$ cat src/rtl/data_mem_ctrl_if.sv
// Bundle between the load/store unit, the memory controller and the byte RAM.
// The master side is the LS unit plus the RAM; the slave side is the controller.
interface data_mem_ctrl_if #(
  parameter int ADDR_WIDTH = 32
);
  logic                  dataEn;
  logic                  LSRW;
  logic [ADDR_WIDTH-1:0] dataAddr;
  logic [2:0]            LSlen;
  logic [31:0]           Sdata;
  logic                  LSoutEn;
  logic [31:0]           Ldata;
  logic                  LSfree;
  logic [ADDR_WIDTH-1:0] memAddr;
  logic                  memRW;
  logic [7:0]            memWdata;
  logic [7:0]            memRdata;

  modport master (
    output dataEn, LSRW, dataAddr, LSlen, Sdata, memRdata,
    input  LSoutEn, Ldata, LSfree, memAddr, memRW, memWdata
  );

  modport slave (
    input  dataEn, LSRW, dataAddr, LSlen, Sdata, memRdata,
    output LSoutEn, Ldata, LSfree, memAddr, memRW, memWdata
  );
endinterface

$ cat src/rtl/data_mem_ctrl.sv
// Serialises byte/half/word LS accesses onto a single-port byte RAM.
// The RAM read data lags the address by one cycle, so reads need one extra
// cycle to collect the final byte. All outputs are registered.
//
// state | meaning
// IDLE  | ready, RAM bus quiet, accepts dataEn
// XFER  | presenting byte addresses / collecting read bytes
// DONE  | one-cycle completion pulse on LSoutEn
module data_mem_ctrl #(
  parameter int ADDR_WIDTH = 32
) (
  input logic            clk,
  input logic            rst,
  data_mem_ctrl_if.slave bus
);

  typedef enum logic [1:0] {IDLE, XFER, DONE} state_t;

  state_t                state, state_nxt;
  // idx counts bytes already presented; during a read, the byte on memRdata is idx-2
  logic [2:0]            idx, idx_nxt;
  logic [ADDR_WIDTH-1:0] lat_addr, lat_addr_nxt;
  logic                  lat_rw, lat_rw_nxt;
  logic [2:0]            lat_n, lat_n_nxt;
  logic [31:0]           lat_sdata, lat_sdata_nxt;

  logic                  ls_free_nxt, ls_out_en_nxt, mem_rw_nxt;
  logic [31:0]           ldata_nxt;
  logic [ADDR_WIDTH-1:0] mem_addr_nxt;
  logic [7:0]            mem_wdata_nxt;
  logic [1:0]            cap_idx;

  function automatic logic [2:0] byte_count(input logic [2:0] len);
    case (len)
      3'd0:    return 3'd1;
      3'd1:    return 3'd2;
      default: return 3'd4;
    endcase
  endfunction

  function automatic logic [7:0] pick_byte(input logic [31:0] w, input logic [1:0] k);
    case (k)
      2'd0:    return w[7:0];
      2'd1:    return w[15:8];
      2'd2:    return w[23:16];
      default: return w[31:24];
    endcase
  endfunction

  assign cap_idx = 2'(idx - 3'd2);

  // Next state, latched request and next registered output values
  always_comb begin
    state_nxt     = state;
    idx_nxt       = idx;
    lat_addr_nxt  = lat_addr;
    lat_rw_nxt    = lat_rw;
    lat_n_nxt     = lat_n;
    lat_sdata_nxt = lat_sdata;
    ls_free_nxt   = 1'b0;
    ls_out_en_nxt = 1'b0;
    ldata_nxt     = bus.Ldata;
    mem_addr_nxt  = '0;
    mem_rw_nxt    = 1'b0;
    mem_wdata_nxt = 8'h00;
    case (state)
      IDLE: begin
        ls_free_nxt = 1'b1;
        if (bus.dataEn) begin
          state_nxt     = XFER;
          lat_addr_nxt  = bus.dataAddr;
          lat_rw_nxt    = bus.LSRW;
          lat_n_nxt     = byte_count(bus.LSlen);
          lat_sdata_nxt = bus.Sdata;
          idx_nxt       = 3'd1;
          ls_free_nxt   = 1'b0;
          ldata_nxt     = '0;
          mem_addr_nxt  = bus.dataAddr;
          mem_rw_nxt    = bus.LSRW;
          mem_wdata_nxt = bus.LSRW ? bus.Sdata[7:0] : 8'h00;
        end
      end
      XFER: begin
        if (lat_rw) begin
          if (idx == lat_n) begin
            state_nxt     = DONE;
            ls_out_en_nxt = 1'b1;
            ls_free_nxt   = 1'b1;
          end else begin
            mem_addr_nxt  = lat_addr + ADDR_WIDTH'(idx);
            mem_rw_nxt    = 1'b1;
            mem_wdata_nxt = pick_byte(lat_sdata, idx[1:0]);
            idx_nxt       = idx + 3'd1;
          end
        end else begin
          if (idx >= 3'd2) begin
            case (cap_idx)
              2'd0:    ldata_nxt[7:0]   = bus.memRdata;
              2'd1:    ldata_nxt[15:8]  = bus.memRdata;
              2'd2:    ldata_nxt[23:16] = bus.memRdata;
              default: ldata_nxt[31:24] = bus.memRdata;
            endcase
          end
          if (idx == 3'(lat_n + 3'd1)) begin
            state_nxt     = DONE;
            ls_out_en_nxt = 1'b1;
            ls_free_nxt   = 1'b1;
          end else begin
            if (idx < lat_n) mem_addr_nxt = lat_addr + ADDR_WIDTH'(idx);
            idx_nxt = idx + 3'd1;
          end
        end
      end
      DONE: begin
        state_nxt   = IDLE;
        ls_free_nxt = 1'b1;
        ldata_nxt   = '0;
      end
      default: begin
        state_nxt   = IDLE;
        ls_free_nxt = 1'b1;
      end
    endcase
  end

  // State, latched request and output registers with synchronous reset
  always_ff @(posedge clk) begin
    if (rst) begin
      state        <= IDLE;
      idx          <= '0;
      lat_addr     <= '0;
      lat_rw       <= 1'b0;
      lat_n        <= '0;
      lat_sdata    <= '0;
      bus.LSfree   <= 1'b1;
      bus.LSoutEn  <= 1'b0;
      bus.Ldata    <= '0;
      bus.memAddr  <= '0;
      bus.memRW    <= 1'b0;
      bus.memWdata <= 8'h00;
    end else begin
      state        <= state_nxt;
      idx          <= idx_nxt;
      lat_addr     <= lat_addr_nxt;
      lat_rw       <= lat_rw_nxt;
      lat_n        <= lat_n_nxt;
      lat_sdata    <= lat_sdata_nxt;
      bus.LSfree   <= ls_free_nxt;
      bus.LSoutEn  <= ls_out_en_nxt;
      bus.Ldata    <= ldata_nxt;
      bus.memAddr  <= mem_addr_nxt;
      bus.memRW    <= mem_rw_nxt;
      bus.memWdata <= mem_wdata_nxt;
    end
  end

endmodule

$ cat src/flat_wrapper.sv
// flat-port wrapper written by rule: the top's interface ports become plain ports
module data_mem_ctrl_flat 
#(
  parameter int ADDR_WIDTH = 32
)
  (clk, rst, bus_dataEn, bus_LSRW, bus_dataAddr, bus_LSlen, bus_Sdata, bus_memRdata, bus_LSoutEn, bus_Ldata, bus_LSfree, bus_memAddr, bus_memRW, bus_memWdata);
  data_mem_ctrl_if #(.ADDR_WIDTH(ADDR_WIDTH)) bus_i ();
  input logic clk;
  input logic rst;
  input wire logic [$bits(bus_i.dataEn)-1:0] bus_dataEn;
  input wire logic [$bits(bus_i.LSRW)-1:0] bus_LSRW;
  input wire logic [$bits(bus_i.dataAddr)-1:0] bus_dataAddr;
  input wire logic [$bits(bus_i.LSlen)-1:0] bus_LSlen;
  input wire logic [$bits(bus_i.Sdata)-1:0] bus_Sdata;
  input wire logic [$bits(bus_i.memRdata)-1:0] bus_memRdata;
  output wire logic [$bits(bus_i.LSoutEn)-1:0] bus_LSoutEn;
  output wire logic [$bits(bus_i.Ldata)-1:0] bus_Ldata;
  output wire logic [$bits(bus_i.LSfree)-1:0] bus_LSfree;
  output wire logic [$bits(bus_i.memAddr)-1:0] bus_memAddr;
  output wire logic [$bits(bus_i.memRW)-1:0] bus_memRW;
  output wire logic [$bits(bus_i.memWdata)-1:0] bus_memWdata;
  assign bus_i.dataEn = bus_dataEn;
  assign bus_i.LSRW = bus_LSRW;
  assign bus_i.dataAddr = bus_dataAddr;
  assign bus_i.LSlen = bus_LSlen;
  assign bus_i.Sdata = bus_Sdata;
  assign bus_i.memRdata = bus_memRdata;
  assign bus_LSoutEn = bus_i.LSoutEn;
  assign bus_Ldata = bus_i.Ldata;
  assign bus_LSfree = bus_i.LSfree;
  assign bus_memAddr = bus_i.memAddr;
  assign bus_memRW = bus_i.memRW;
  assign bus_memWdata = bus_i.memWdata;
  data_mem_ctrl #(.ADDR_WIDTH(ADDR_WIDTH)) u_core (.clk(clk), .rst(rst), .bus(bus_i));
endmodule
$ cat config.mk
export PLATFORM = sky130hd
export DESIGN_NAME = data_mem_ctrl_flat
export DESIGN_NICKNAME = d
export VERILOG_FILES = /design/src/rtl/data_mem_ctrl_if.sv /design/src/rtl/data_mem_ctrl.sv /design/src/flat_wrapper.sv
export SDC_FILE = /design/constraint.sdc
export NUM_CORES = 1
export LEC_CHECK = 0
export CAP_MARGIN = 20
export CORE_MARGIN = 2
export CORE_UTILIZATION = 50
export CTS_BUF_LIST = sky130_fd_sc_hd__clkbuf_2
export CTS_CLUSTER_SIZE = 14
export DETAILED_ROUTE_END_ITERATION = 8
export PLACE_DENSITY = 0.93
export SYNTH_ARGS = -nofsm -noshare
export SYNTH_HDL_FRONTEND = slang
export SYNTH_SLANG_ARGS = --single-unit
$ cat constraint.sdc
create_clock -name clk -period 3.8 [get_ports clk]
set_input_delay 0.38 -clock clk [delete_from_list [all_inputs] [get_ports clk]]
set_output_delay 0.38 -clock clk [all_outputs]
set_load 0.05 [all_outputs]
== Yosys cells after proc, flatten, opt, wreduce, memory -nomap -nowiden ==
Index checks and enable logic that the tools add are counted.
Word-level totals
  output and inout port bits: 75
  input bits: 79
  register bits: 148
Cells by class
  multiplexer cells: 40
  equal/unequal tests: 20
  reductions and logical operators: 15
  bitwise logic cells: 1
  add/subtract/negate cells: 4
  order comparisons: 2
Operator list (number)
  32-bit 2-to-1 mux: 8
  32-bit one-hot mux with 3 select lines: 1
  8-bit 2-to-1 mux: 8
  32-bit one-hot mux with 2 select lines: 1
  32-bit by 3-bit adder with 32-bit output: 1
  8-bit one-hot mux with 3 select lines: 1
  5-bit AND reduction: 4
  8-bit one-hot mux with 2 select lines: 1
  3-bit 2-to-1 mux: 4
  2-bit != test (second input constant): 6
  3-bit one-hot mux with 2 select lines: 2
  2-bit 2-to-1 mux: 4
  1-bit 2-to-1 mux: 7
  3-bit by 1-bit adder with 3-bit output (second input constant): 2
  2-bit by 1-bit equality test with 1-bit output (second input constant): 3
  2-bit equality test (second input constant): 3
  3-bit equality test: 2
  2-bit zero test: 3
  3-bit != test (second input constant): 2
  1-bit one-hot mux with 2 select lines: 2
  2-bit one-hot mux with 2 select lines: 1
  4-bit AND reduction: 1
  3-bit by 1-bit equality test with 1-bit output (second input constant): 1
  3-bit by 2-bit >= comparator with 1-bit output (second input constant): 1
  other kinds (13): 13

== Longest topological paths before layout ==
Gate-level depths: netlist (run 1).
  depth after elaboration: 7
  depth in mapped cells: 9
  gate-level depth less buffers: 8

== Worst setup path after synthesis (run 1) ==
Ideal clock, no wire load.
  kind: flip-flop to flip-flop
  start: reg u_core.idx[0]
  end: reg u_core.bus.memAddr[14]
  setup time: 0.071 ns
  arrival: 1.990 ns
  stages on the path, launching flop included: 10
  slack: 1.739 ns
  cells stage by stage: dfxtp_1 -> ha_1 -> inv_1 -> fa_1 -> nor2b_1 -> o21a_1 -> buf_2 -> and4_1 -> o21ai_0 -> a21oi_1
Between the ends
  word-level cells in the longest chain between the ends: 5
RTL lines
  from (decl): RTL line data_mem_ctrl.sv:21  | logic [2:0] idx, idx_nxt;
  from (signal assigned): RTL line data_mem_ctrl.sv:143  | idx <= idx_nxt;
  32-bit by 3-bit adder with 32-bit output / 3-bit < comparator (equally long branches): RTL line data_mem_ctrl.sv:90, data_mem_ctrl.sv:109
  32-bit 2-to-1 mux: RTL line data_mem_ctrl.sv:109  | if (idx < lat_n) mem_addr_nxt = lat_addr + ADDR_WIDTH'(idx);
  32-bit 2-to-1 mux: RTL line data_mem_ctrl.sv:104  | if (idx == 3'(lat_n + 3'd1)) begin
  32-bit 2-to-1 mux *: RTL line data_mem_ctrl.sv:84  | if (lat_rw) begin
  32-bit one-hot mux with 2 select lines *: RTL line data_mem_ctrl.sv:66  | case (state)
  to (signal assigned): RTL line data_mem_ctrl.sv:151  | bus.memAddr <= mem_addr_nxt;
  to (decl): RTL line data_mem_ctrl_if.sv:26  | output LSoutEn, Ldata, LSfree, memAddr, memRW, memWdata
Mark *: on every way between the ends. The rest lies on a longest branch, timed or not.
A chain may end at the register's enable or synchronous reset.

== Worst setup path in the final report (run 1) ==
  start: reg u_core.idx[0]
  end: reg u_core.bus.memAddr[22]
The elaborated chain is that of the path after synthesis.

==> qor.yml, run 1 <==
pwr:
  cellPowerDensity_nw_per_um2: 393
  p_sw_share_pct: 31.2
  p_clk_share_pct: 23.4
  power_frac_seq_pct: 55.1
  intPower_mw: 2.14
  peakVddDrop_v: 0.000258
  p_comb_share_pct: 21.5
  leakagePower_nw: 2.95
  p_sw_mw: 0.971
critical_path:
  path_class: "reg2reg"
  worst_ep_required_time_ns: 4.36
  r2r-start: "u_core.idx[0]"
  crit_path_end_kind: "register"
  reg2reg_slack_ns: 1.28
  critPathArrivalTime_ns: 3.08
  ff2ff_path_depth: 8
  crit_fanout: 9
  crit_path_end: "u_core.bus.memAddr[22]"
  crit_start: "u_core.idx[0]"
  critPathLaunchType: "register"
  worst_r2r_endpoint: "u_core.bus.memAddr[22]"
clock_network:
  holdBufCountCts: 0
  clk_latency_ns: 0.69
  cts_resized: 0
  h-tree-depth: 4
  post_cts_buffers: 0
  cts_sinks: 148
  clk_pin_slew_ns: 0.19
  cts_tree: "yes"
  cts-root-buf: "clkbuf_2"
  cts_buffers: 17
  cts_buffer_depth: 2
final_layout:
  num_antenna_cells: 0
  drive_gt1_share_pct: 4.98
  syn_to_final_growth_pct: 27.8
  finalNetCount: 945
  nFillCells: 973
synth:
  syn-cell-area_um2: 6190
  synth_top_family_by_area: "simple AND/OR/NAND/NOR gates"
  yosys_warnings: 0
  synth_compound_area_share_pct: 15.2
  yosys.area_share.simple_pct: 20.4
  syn_inst: 726
  synth_top_flop_cell: "dfxtp_1"
  synthMuxAreaShare_pct: 5.17
  synth_cell_types: 52
  yosysTopAreaCell: "dfxtp_1"
  avgSynthCellArea_um2: 8.53
  synth-seq-area-share_pct: 47.8
  ys_ff_latch: 148
  synth_edf_count: 0
  synthXorXnorAreaFrac_pct: 4.32
  synth_commonest_cells: "nand2_1, dfxtp_1, a21oi_1"
  async_flop_share_pct: 0
  syn_nets: 818
  yosysMostFrequentCell: "nand2_1"
  synth_fa_ha_area_share_pct: 2.75
  synth_top_area_share_pct: 47.8
  yosys-top-cells-area: "dfxtp_1, nand2_1, a21oi_1, mux2i_1, nor2_1"
floorplan:
  coreArea_um2: 12100
  die_w_um: 115
  num_rows: 40
  die_h_um: 115
  die-area_um2: 13300
  io_pins: 154
  initial_core_util_pct: 51.3
timing:
  fin_setup_tns_ns: 0
  fmax_ghz: 0.397
  finalSetupViolations: 0
  timing.hold.ws_ns: 0.220
  slew_violations: 0
  slew_headroom_pct: 27.4
  hold_viol: 0
  fin_skew_ns: 0.0238
  rsz0062_at_grt: "false"
  min_period_ns: 2.52
  worstMarginPinSlew_ns: 1.09
  period_share_pct: 66.3
drt:
  vias: 5570
  drt_iter0_markers: 608
  final_antenna_net_count: 0
  wl_per_cell_um: 15.0
  firstDrtPassIters: 5
  routed_via_density: 5.40
  wl_mm: 15.5
  drcViolationCount: 0
place:
  io_buffers: 153
  hpwl_mm: 10.9
  globalplace.congestion: 0.846
flow_run:
  drv_cap: 0
global_route:
  antenna_found_initial: 0
  grt_pass1_vias: 5218
  gr-total-overflow: 0
  grt_max_degree: 108
  grt_pass1_wl_mm: 25.1
  grt.total_usage_pct: 23.9
outcome:
  status: "complete, no violations"
hold_path:
  min_path_type: "in2reg"
## registers in the layout, indices dropped and copies added (netlist names)
name and count:
u_core.bus.Ldata 32, u_core.bus.memAddr 32, u_core.lat_addr 32, u_core.lat_sdata 32, u_core.bus.memWdata 8, u_core.idx 3, u_core.lat_n 3, u_core.state 2
u_core.bus.LSfree 1, u_core.bus.LSoutEn 1, u_core.bus.memRW 1, u_core.lat_rw 1
## cells by family after synthesis
logic type / after synthesis
simple gates: 289
compound gates: 155
flops: 148
buf+inv: 60
mux: 32
xor+xnor: 29
fa+ha+maj: 13
## layout by cell type (no fill, tap or decap), types with 11 or more instances in the layout
cell type and count:
dfxtp_1 148, nand3_1 14, clkdlybuf4s50_1 152, nand2_1 164, clkbuf_2 21, a21oi_1 84
xor2_1 21, ha_1 12, nor2_1 54, mux2i_1 32, inv_1 11, o21ai_0 15
## worst min path at each step
stage | start | cells past startpoint | end
floorplan | u_core.lat_sdata[0] | 2 | u_core.lat_sdata[0]
global placement | u_core.lat_sdata[4] | 2 | u_core.lat_sdata[4]
detailed placement | u_core.lat_sdata[0] | 2 | u_core.lat_sdata[0]
CTS | bus_Sdata[11] | 3 | u_core.lat_sdata[11]
global route | bus_Sdata[12] | 3 | u_core.lat_sdata[12]
finish | bus_Sdata[31] | 3 | u_core.lat_sdata[31]
## routing by layer
metal	up-vias	routed length, um	global-route usage (%)
met4	0	267	9.88
li1	2737	-	-
met2	225	7250	38.9
met5	-	0	0
met1	2585	6580	29.2
met3	23	1410	7.91
## power groups by stage
stage | clock network, mW | logic, mW | registers [mW]
after floorplan | 0 | 0.314 | 1.86
after global placement | 0 | 0.654 | 1.74
after detailed placement | 0 | 0.667 | 1.74
after CTS | 0.751 | 0.670 | 1.71
after global routing | 0.810 | 0.725 | 1.72
final | 0.727 | 0.669 | 1.71
## per-stage QoR
step                      power [mW]  utilization (%)  instance area [um^2]  worst slack [ns]  cells
final                           3.11             65.6                  7920              1.28   1031
after global routing            3.26             65.6                  7920              1.04   1031
after CTS                       3.13             65.6                  7920              1.30   1031
after detailed placement        2.41             64.2                  7750              1.35   1002
after global placement          2.39             64.2                  7750              1.40   1002
after floorplan                 2.17                -                  6190              1.74    726
## final cells by class
class	count	area, um^2	share of cell area, %
inverters	11	41.3	0.522
well taps	168	210	2.66
flip-flops and latches	148	2960	37.4
multi-input cells	518	2970	37.6
clock inverters	8	63.8	0.806
repair buffers	157	1560	19.7
clock buffers	21	105	1.33
## worst max-delay path, stage by stage, from the launching register on
cell and delay (ns):
dfxtp_1 0.47, ha_1 0.24, inv_1 0.07, fa_1 0.40, nor2b_1 0.41, o21a_1 0.39, nand3_1 0.15, xor2_1 0.16
o22ai_1 0.09
Power figures use the tool's default switching activity.
==> run 2: changes to the inputs <==
--- a/config.mk
+++ b/config.mk
@@ -7,11 +7,11 @@
 export LEC_CHECK = 0
 export CAP_MARGIN = 20
 export CORE_MARGIN = 2
-export CORE_UTILIZATION = 50
+export CORE_UTILIZATION = 46
 export CTS_BUF_LIST = sky130_fd_sc_hd__clkbuf_2
 export CTS_CLUSTER_SIZE = 14
 export DETAILED_ROUTE_END_ITERATION = 8
-export PLACE_DENSITY = 0.93
+export PLACE_DENSITY = 0.9
 export SYNTH_ARGS = -nofsm -noshare
 export SYNTH_HDL_FRONTEND = slang
 export SYNTH_SLANG_ARGS = --single-unit
==> constraint.sdc (replaced) <==
create_clock -name clk -period 2.25 [get_ports clk]
set_input_delay 0.225 -clock clk [delete_from_list [all_inputs] [get_ports clk]]
set_output_delay 0.225 -clock clk [all_outputs]
set_load 0.05 [all_outputs]
==> qor.yml, run 2 (same netlist as run 1, synthesis figures left out) <==
timing:
  fmax_ghz: 0.466
  rsz0062_at_grt: "false"
  hold_viol: 0
  period_share_pct: 95.4
  fin_setup_tns_ns: 0
  fin_skew_ns: 0.0223
  worstMarginPinSlew_ns: 0.575
  slew_violations: 0
  finalSetupViolations: 0
  min_period_ns: 2.15
  timing.hold.ws_ns: 0.0591
  slew_headroom_pct: 61.5
clock_network:
  cts-root-buf: "clkbuf_2"
  cts_tree: "yes"
  cts_buffer_depth: 2
  cts_sinks: 148
  h-tree-depth: 4
  clk_latency_ns: 0.72
  post_cts_buffers: 0
  clk_pin_slew_ns: 0.19
  cts_buffers: 17
final_layout:
  nFillCells: 1083
  mostFrequentLayoutCells: "nand2_1, clkdlybuf4s50_1, dfxtp_1"
  drive_gt1_share_pct: 6.49
  final_area_um2: 8230
  finalNetCount: 974
  syn_to_final_growth_pct: 32.9
  final_util_pct: 62.4
  final_common_cell: "nand2_1"
critical_path:
  crit_fanout: 2
  crit_path_end_kind: "output port"
  r2r-start: "u_core.idx[2]"
  reg2reg_slack_ns: 0.14
  cp_slowest_cell: "clkdlybuf4s50_1"
  cpLargestDelayFamily: "buffers and inverters"
  cp_cell_sequence: "clkdlybuf4s50_1"
  critPathArrivalTime_ns: 1.92
  critPathBufInv: 1
  path_class: "reg2out"
  ff2ff_path_depth: 5
  critPathLaunchType: "register"
  slowest_delay_ns: 0.82
  worst_ep_required_time_ns: 2.03
  worst_r2r_endpoint: "u_core.bus.memAddr[27]"
flow_run:
  drv_cap: 0
outcome:
  status: "complete, no violations"
drt:
  routed_via_density: 5.30
  wl_mm: 16.1
  wl_per_cell_um: 15.0
  final_antenna_net_count: 0
  firstDrtPassIters: 6
  drcViolationCount: 0
  drt_iter0_markers: 587
  vias: 5676
floorplan:
  num_rows: 42
  initial_core_util_pct: 47.0
  coreArea_um2: 13200
  io_pins: 154
  die_h_um: 120
  die_w_um: 120
  die-area_um2: 14400
global_route:
  grt_max_degree: 53
  grt_pass1_wl_mm: 26.2
  antenna_found_initial: 0
  grt_pass1_vias: 5523
  grt.total_usage_pct: 22.6
  gr-total-overflow: 0
place:
  globalplace.congestion: 0.893
  place_area_um2: 7880
  hpwl_mm: 11.3
  io_buffers: 153
hold_path:
  min_path_type: "in2reg"
  min_to: "u_core.bus.memAddr[18]"
  min_path_cells: 3
  worstHoldStart: "bus_dataAddr[18]"
pwr:
  peakVddDrop_v: 0.000378
  leakagePower_nw: 3.14
  cellPowerDensity_nw_per_um2: 660
run 2: changes by cell type in the layout (fill, tap and decap cells not counted):
| cell | delta |
|---|---|
| dlymetal6s2s_1 | +2 |
| dlygate4sd3_1 | +14 |
| clkinv_1 | +2 |
| clkinv_2 | -1 |
| clkinvlp_4 | -1 |
| nor2_2 | -1 |
| diode_2 | +1 |
| o21a_2 | +1 |
| buf_12 | +1 |
| buf_4 | +14 |
| nor2_4 | +1 |
| clkdlybuf4s50_1 | -2 |
| bufinv_16 | +1 |
| o21a_1 | -1 |
run 2: worst min-delay path: cells and delay by family:
family                 cells  cell delay [ns]
AOI/OAI and AO/OA          1             0.05
buffers and inverters      1             0.42
and+or+nand+nor            1             0.06
run 2: through the flow:
step	setup WS [ns]	instances	power, mW
2_1_floorplan	0.189	726	3.67
3_3_place_gp	0.198	1025	4.08
3_5_place_dp	0.161	1025	4.11
4_1_cts	0.0309	1069	5.47
5_1_grt	0.000106	1069	5.69
6_report	0.103	1070	5.43
run 2: how the worst max path moves through the flow:
stage / start / endpoint / slack (ns) / cells after the start
6_report: u_core.bus.Ldata[4] / bus_Ldata[4] / 0.10 / 1
5_1_grt: u_core.bus.Ldata[14] / bus_Ldata[14] / 0.0001 / 1
3_5_place_dp: u_core.lat_addr[0] / u_core.bus.memAddr[18] / 0.16 / 8
3_3_place_gp: u_core.idx[2] / u_core.bus.memAddr[27] / 0.20 / 5
2_1_floorplan: u_core.idx[0] / u_core.bus.memAddr[14] / 0.19 / 9
4_1_cts: u_core.bus.Ldata[30] / bus_Ldata[30] / 0.03 / 1
run 2: where the power goes:
group          switching, mW  internal [mW]  total, mW
sequential             0.109           2.78       2.89
combinational          0.699          0.490       1.19
clock                  0.858          0.494       1.35
run 2: layout make-up:
cell class	instances	area (um^2)	share of cell area [%]
Sequential cell	148	2960	36.0
Tap cell	176	220	2.68
Clock buffer	21	105	1.28
Inverter	11	41.3	0.502
Multi-Input combinational cell	518	2980	36.2
Clock inverter	9	88.8	1.08
Antenna cell	1	2.50	0.0304
Timing Repair Buffer	186	1830	22.2
run 2: layer usage:
layer  GRT usage, %  part of all wire [%]  up-vias
met5              0                     0        -
met4           8.82                   1.9        0
met3           6.84                   8.2       34
met2           37.4                    47      235
met1           27.4                    43     2611
li1               -                     -     2796
run 2: what timing repair did:
action                     4_1_cts  5_1_grt
setup endpoints to repair        0        7
hold endpoints to repair        53        0
hold buffers                    14        0
gates resized for setup          0        4
==> run 3: changes to the inputs <==
--- a/config.mk
+++ b/config.mk
@@ -6,7 +6,6 @@
 export NUM_CORES = 1
 export LEC_CHECK = 0
 export CAP_MARGIN = 20
-export CORE_MARGIN = 2
 export CORE_UTILIZATION = 46
 export CTS_BUF_LIST = sky130_fd_sc_hd__clkbuf_2
 export CTS_CLUSTER_SIZE = 14
==> qor.yml, run 3 (same netlist as run 1, synthesis figures left out) <==
outcome:
  status: "complete, no violations"
clock_network:
  cts_buffer_depth: 2
  h-tree-depth: 4
  cts_tree: "yes"
  cts-root-buf: "clkbuf_2"
  cts_buffers: 17
  clk_latency_ns: 0.72
  cts_sinks: 148
  clk_pin_slew_ns: 0.20
  post_cts_buffers: 0
critical_path:
  worst_ep_required_time_ns: 2.87
  crit_path_end_kind: "register"
  path_class: "reg2reg"
  ff2ff_path_depth: 5
  critPathArrivalTime_ns: 2.83
  critPathLaunchType: "register"
  crit_path_end: "u_core.bus.memAddr[27]"
  crit_fanout: 10
  reg2reg_slack_ns: 0.05
  r2r-start: "u_core.idx[2]"
  crit_start: "u_core.idx[2]"
  worst_r2r_endpoint: "u_core.bus.memAddr[27]"
final_layout:
  drive_gt1_share_pct: 7.03
  final_common_cell: "nand2_1"
  num_antenna_cells: 0
  final_util_pct: 63.5
  layoutNonFillerInstCount: 1072
  syn_to_final_growth_pct: 35.2
  mostFrequentLayoutCells: "nand2_1, dfxtp_1, clkdlybuf4s50_1"
  finalNetCount: 975
global_route:
  grt_max_degree: 51
  grt_pass1_vias: 5574
  antenna_found_initial: 0
  gr-total-overflow: 0
  grt_pass1_wl_mm: 26.8
  grt.total_usage_pct: 24.0
drt:
  final_antenna_net_count: 0
  wl_per_cell_um: 15.3
  wl_mm: 16.4
  drt_iter0_markers: 755
  drcViolationCount: 0
  vias: 5758
  routed_via_density: 5.37
  firstDrtPassIters: 6
timing:
  period_share_pct: 97.9
  rsz0062_at_grt: "true"
  slew_headroom_pct: 62.8
  finalSetupViolations: 0
  hold_viol: 0
  slew_violations: 0
  min_period_ns: 2.20
  fmax_ghz: 0.454
  fin_skew_ns: 0.0347
  worstMarginPinSlew_ns: 0.555
pwr:
  cellPowerDensity_nw_per_um2: 712
  power.total_mw: 5.96
  leakagePower_nw: 3.47
  peakVddDrop_v: 0.000342
flow_run:
  drv_cap: 0
place:
  globalplace.congestion: 0.841
  placed_cells: 1025
  hpwl_mm: 11.2
  io_buffers: 153
floorplan:
  coreArea_um2: 13200
  num_rows: 42
  initial_core_util_pct: 47.0
  die_w_um: 118
  die_h_um: 118
  io_pins: 154
  die-area_um2: 13900
hold_path:
  min_path_type: "in2reg"
[run 3: changes by cell type in the layout (fill, tap and decap cells not counted), sizes merged]
cell,delta
dlygate4sd3,+1
bufinv,+4
diode,-1
clkbuf,-1
dlymetal6s2s,+15
clkinv,-1
clkdlybuf4s50,-15
[run 3: how the worst min path moves through the flow]
stage	startpoint	end	slack, ns	depth (start not counted)
6_report	bus_Sdata[29]	u_core.lat_sdata[29]	0.05	3
2_1_floorplan	bus_dataAddr[25]	u_core.bus.memAddr[25]	0.33	2
3_3_place_gp	u_core.lat_sdata[7]	u_core.lat_sdata[7]	0.44	2
5_1_grt	bus_dataAddr[6]	u_core.lat_addr[6]	0.0005	3
4_1_cts	bus_Sdata[13]	u_core.lat_sdata[13]	0.00009	3
3_5_place_dp	u_core.lat_sdata[31]	u_core.lat_sdata[31]	0.45	2
[run 3: worst max-delay path: stages, from the launching register on]
cell and delay (ns):
dfxtp_1 0.54, ha_1 0.34, o211ai_1 0.49, nor2_2 0.23, a41o_1 0.29, o221a_2 0.22
[run 3: per-layer routing]
metal	track usage [%]	up-vias	wire length, um
met2	39.6	270	7830
met3	7.36	31	1350
met1	28.8	2668	6890
met4	10.3	0	301
met5	0	-	0
li1	-	2789	-
[run 3: where the power goes]
part | switching, mW | internal (mW)
registers | 0.114 | 2.78
logic | 0.700 | 0.487
clock network | 0.926 | 0.953
[run 3: layout make-up]
class,instances,area (um^2)
Clock buffer,20,100
Tap cell,176,220
Clock inverter,12,209
Timing Repair Buffer,187,1860
Multi-Input combinational cell,518,2980
Inverter,11,41.3
Fill cell,1070,4810
Sequential cell,148,2960
[run 3: timing repair]
| action | in CTS | in global routing |
|---|---|---|
| hold endpoints to repair | 22 | 1 |
| hold buffers | 14 | 1 |
| resized for setup | 0 | 20 |
| setup endpoints to repair | 0 | 29 |
[run 3: stage by stage]
step	cell area [um^2]	setup slack, ns	setup TNS [ns]	hold slack (ns)
floorplan	6190	0.189	0	0.334
global placement	7870	0.163	0	0.441
detailed placement	7870	0.101	0	0.447
CTS	8320	0.0214	0	0.0000935
global route	8380	-0.00197	-0.00197	0.000484
finish	8380	0.0465	0	0.0499
==> RTL edit: new RTL, flow settings as in run 1 <==
`lat_addr` and `lat_sdata` no longer have a reset.
--- a/src/rtl/data_mem_ctrl.sv
+++ b/src/rtl/data_mem_ctrl.sv
@@ -130,6 +130,4 @@
       idx          <= '0;
-      lat_addr     <= '0;
       lat_rw       <= 1'b0;
       lat_n        <= '0;
-      lat_sdata    <= '0;
       bus.LSfree   <= 1'b1;
@@ -143,6 +141,4 @@
       idx          <= idx_nxt;
-      lat_addr     <= lat_addr_nxt;
       lat_rw       <= lat_rw_nxt;
       lat_n        <= lat_n_nxt;
-      lat_sdata    <= lat_sdata_nxt;
       bus.LSfree   <= ls_free_nxt;
@@ -156,2 +152,7 @@
 
+  always_ff @(posedge clk) begin
+    lat_addr  <= lat_addr_nxt;
+    lat_sdata <= lat_sdata_nxt;
+  end
+
 endmodule
Behaviour: no difference found for any inputs over 4 cycles, from zero or initial values and one cycle with rst high; that may be too few to reach the edited logic, so the function may still have changed.
==> RTL edit against run 1 <==
Design area decreased by 0.73%. Routed wire length decreased by 2.6%. Sequential power increased by 8%. Global-route usage about the same. Worst setup slack got worse by 0.27 ns. Via count decreased by 16%. Synthesized cell count decreased by 28%. Sequential cell count unchanged. First-iteration DRC count decreased by 34%. Sequential share of layout area increased by 8.4 points. Area after synthesis decreased by 2.1%. Die area decreased by 2.0%. Critical path type unchanged. Power increased by 6.7%. Largest cell class is now flip-flops and latches.
==> RTL edit: results (changes against run 1) <==
[placement]
place_congestion=0.949  ; +12%
hpwlAfterDp_um=10800  ; -1.4%
io_buffers=153  ; unchanged

[yosys]
yosys_warnings=0  ; unchanged
synth_xor_area_frac=0.0456  ; +0.00236
ys_top_cells_by_area=edfxtp_1, dfxtp_1, mux2i_1, nor2_1, xnor2_1
synthAdderAreaFrac=0.0281  ; +0.000584
synth_fp_nets=612  ; -25%
synthMuxAreaShare=0.0528  ; +0.00110
synth-edff-count=64  ; +64
async_flop_share=0  ; unchanged
synth.distinct_cells=58  ; +12%
synth-compound-area-share=0.102  ; -0.0498
yosys-top-cells-count=dfxtp_1, nor2_1, edfxtp_1, nand2_1, mux2i_1
yosysSeqAreaShare=0.594  ; +0.116

[route]
initialDrtViolationCount=399  ; -34%
drt-pass1-iter-count=6  ; +1
routed_wl_um=15100  ; -2.6%
ant_nets=0  ; unchanged
via_per_inst=5.63  ; +4.2%
drc_errors=0  ; unchanged

[cells_and_area]
drive_gt1_frac=0.0868  ; +0.0369
fill_cells=880  ; -9.6%
antennaDiodeCount=0  ; unchanged
final_nets=759  ; -20%

[setup_path]
arrival_ns=3.48  ; +0.40 ns
slowest_delay_ns=0.55  ; +0.08 ns
cp_max_fo=8  ; -1
critPathSlowestCell=dfxtp_1

[global_routing]
grt_pass1_vias=4734  ; -9.3%
grt_pass1_wl_um=23900  ; -4.6%
grt_use_total=0.239  ; about the same
grt_max_degree=44  ; -59%

[clocking]
cts_setup_buffers=0  ; unchanged
h-tree-depth=4  ; unchanged
clock_latency_ns=0.75  ; +0.06 ns
cts_root_buffer=clkbuf_2
clockBufferDepth=2  ; unchanged
clkTransAtPathRegs_ns=0.21  ; +0.02 ns
numCtsBuffers=17  ; unchanged

[run_status]
status=finished clean

[power]
p_leak_nw=2.83  ; -4.3%
ir_drop_uv=302  ; +17%

[min_path]
hp-class=in2reg

[timing]
finalHoldViolations=0  ; unchanged
max_slew_margin=0.554  ; +0.280
clock_skew_ns=0.0328  ; +0.00895 ns

RTL edit: final timing paths:
check,from,to,slack [ns],cells past startpoint
worst min register to register,u_core.lat_n[1]$_SDFFE_PP0P_,u_core.lat_n[1]$_SDFFE_PP0P_,0.49,2
worst max-delay path,u_core.idx[1]$_SDFFE_PP0P_,u_core.bus.memAddr[30]$_SDFF_PP0_,1.01,7
worst max register to register,u_core.idx[1]$_SDFFE_PP0P_,u_core.bus.memAddr[30]$_SDFF_PP0_,1.01,7
worst min-delay path,bus_Sdata[28],u_core.lat_sdata[28]$_DFFE_PP_,0.17,1
RTL edit: cells by family (layout without fill, tap and decap cells):
family,count (synthesis),in the layout
AND/OR/NAND/NOR,172,172
flip-flops,148,148
AO/OA/AOI/OAI,86,86
buffers and inverters,39,199
multiplexers,32,32
XOR/XNOR,30,30
adder cells (fa/ha/maj),13,13
RTL edit: per-stage QoR:
| step | setup slack (ns) | instances | util | cell area, µm² | hold WS, ns |
|---|---|---|---|---|---|
| 2_1_floorplan | 1.62 | 520 | - | 6060 | 0.449 |
| 3_3_place_gp | 1.22 | 795 | 0.642 | 7650 | 0.465 |
| 3_5_place_dp | 1.10 | 795 | 0.642 | 7650 | 0.473 |
| 4_1_cts | 1.07 | 827 | 0.660 | 7860 | 0.118 |
| 5_1_grt | 0.876 | 827 | 0.660 | 7860 | 0.121 |
| 6_report | 1.01 | 827 | 0.660 | 7860 | 0.167 |
RTL edit: final cells by class:
class | instances | share of cell area
clock buffers | 19 | 0.0121
clock inverters | 13 | 0.0140
inverters | 9 | 0.00430
multi-input cells | 333 | 0.288
flip-flops and latches | 148 | 0.459
well taps | 147 | 0.0234
repair buffers | 158 | 0.200
RTL edit: report_power, final:
part	switching, mW	total (mW)	internal, mW
Clock	0.572	0.812	0.240
Combinational	0.398	0.664	0.266
Sequential	0.0610	1.84	1.78
RTL edit: layer usage:
layer | share of wire | global-route usage
met5 | 0 | 0
met4 | 0.025 | 0.0935
met3 | 0.082 | 0.0709
met2 | 0.50 | 0.412
met1 | 0.39 | 0.281
RTL edit: critical path, delay by kind of cell (launching register included):
family | cells | cell delay [ns]
fa+ha+maj | 1 | 0.47
flops | 1 | 0.55
simple gates | 3 | 1.13
buf+inv | 1 | 0.19
compound gates | 2 | 0.42
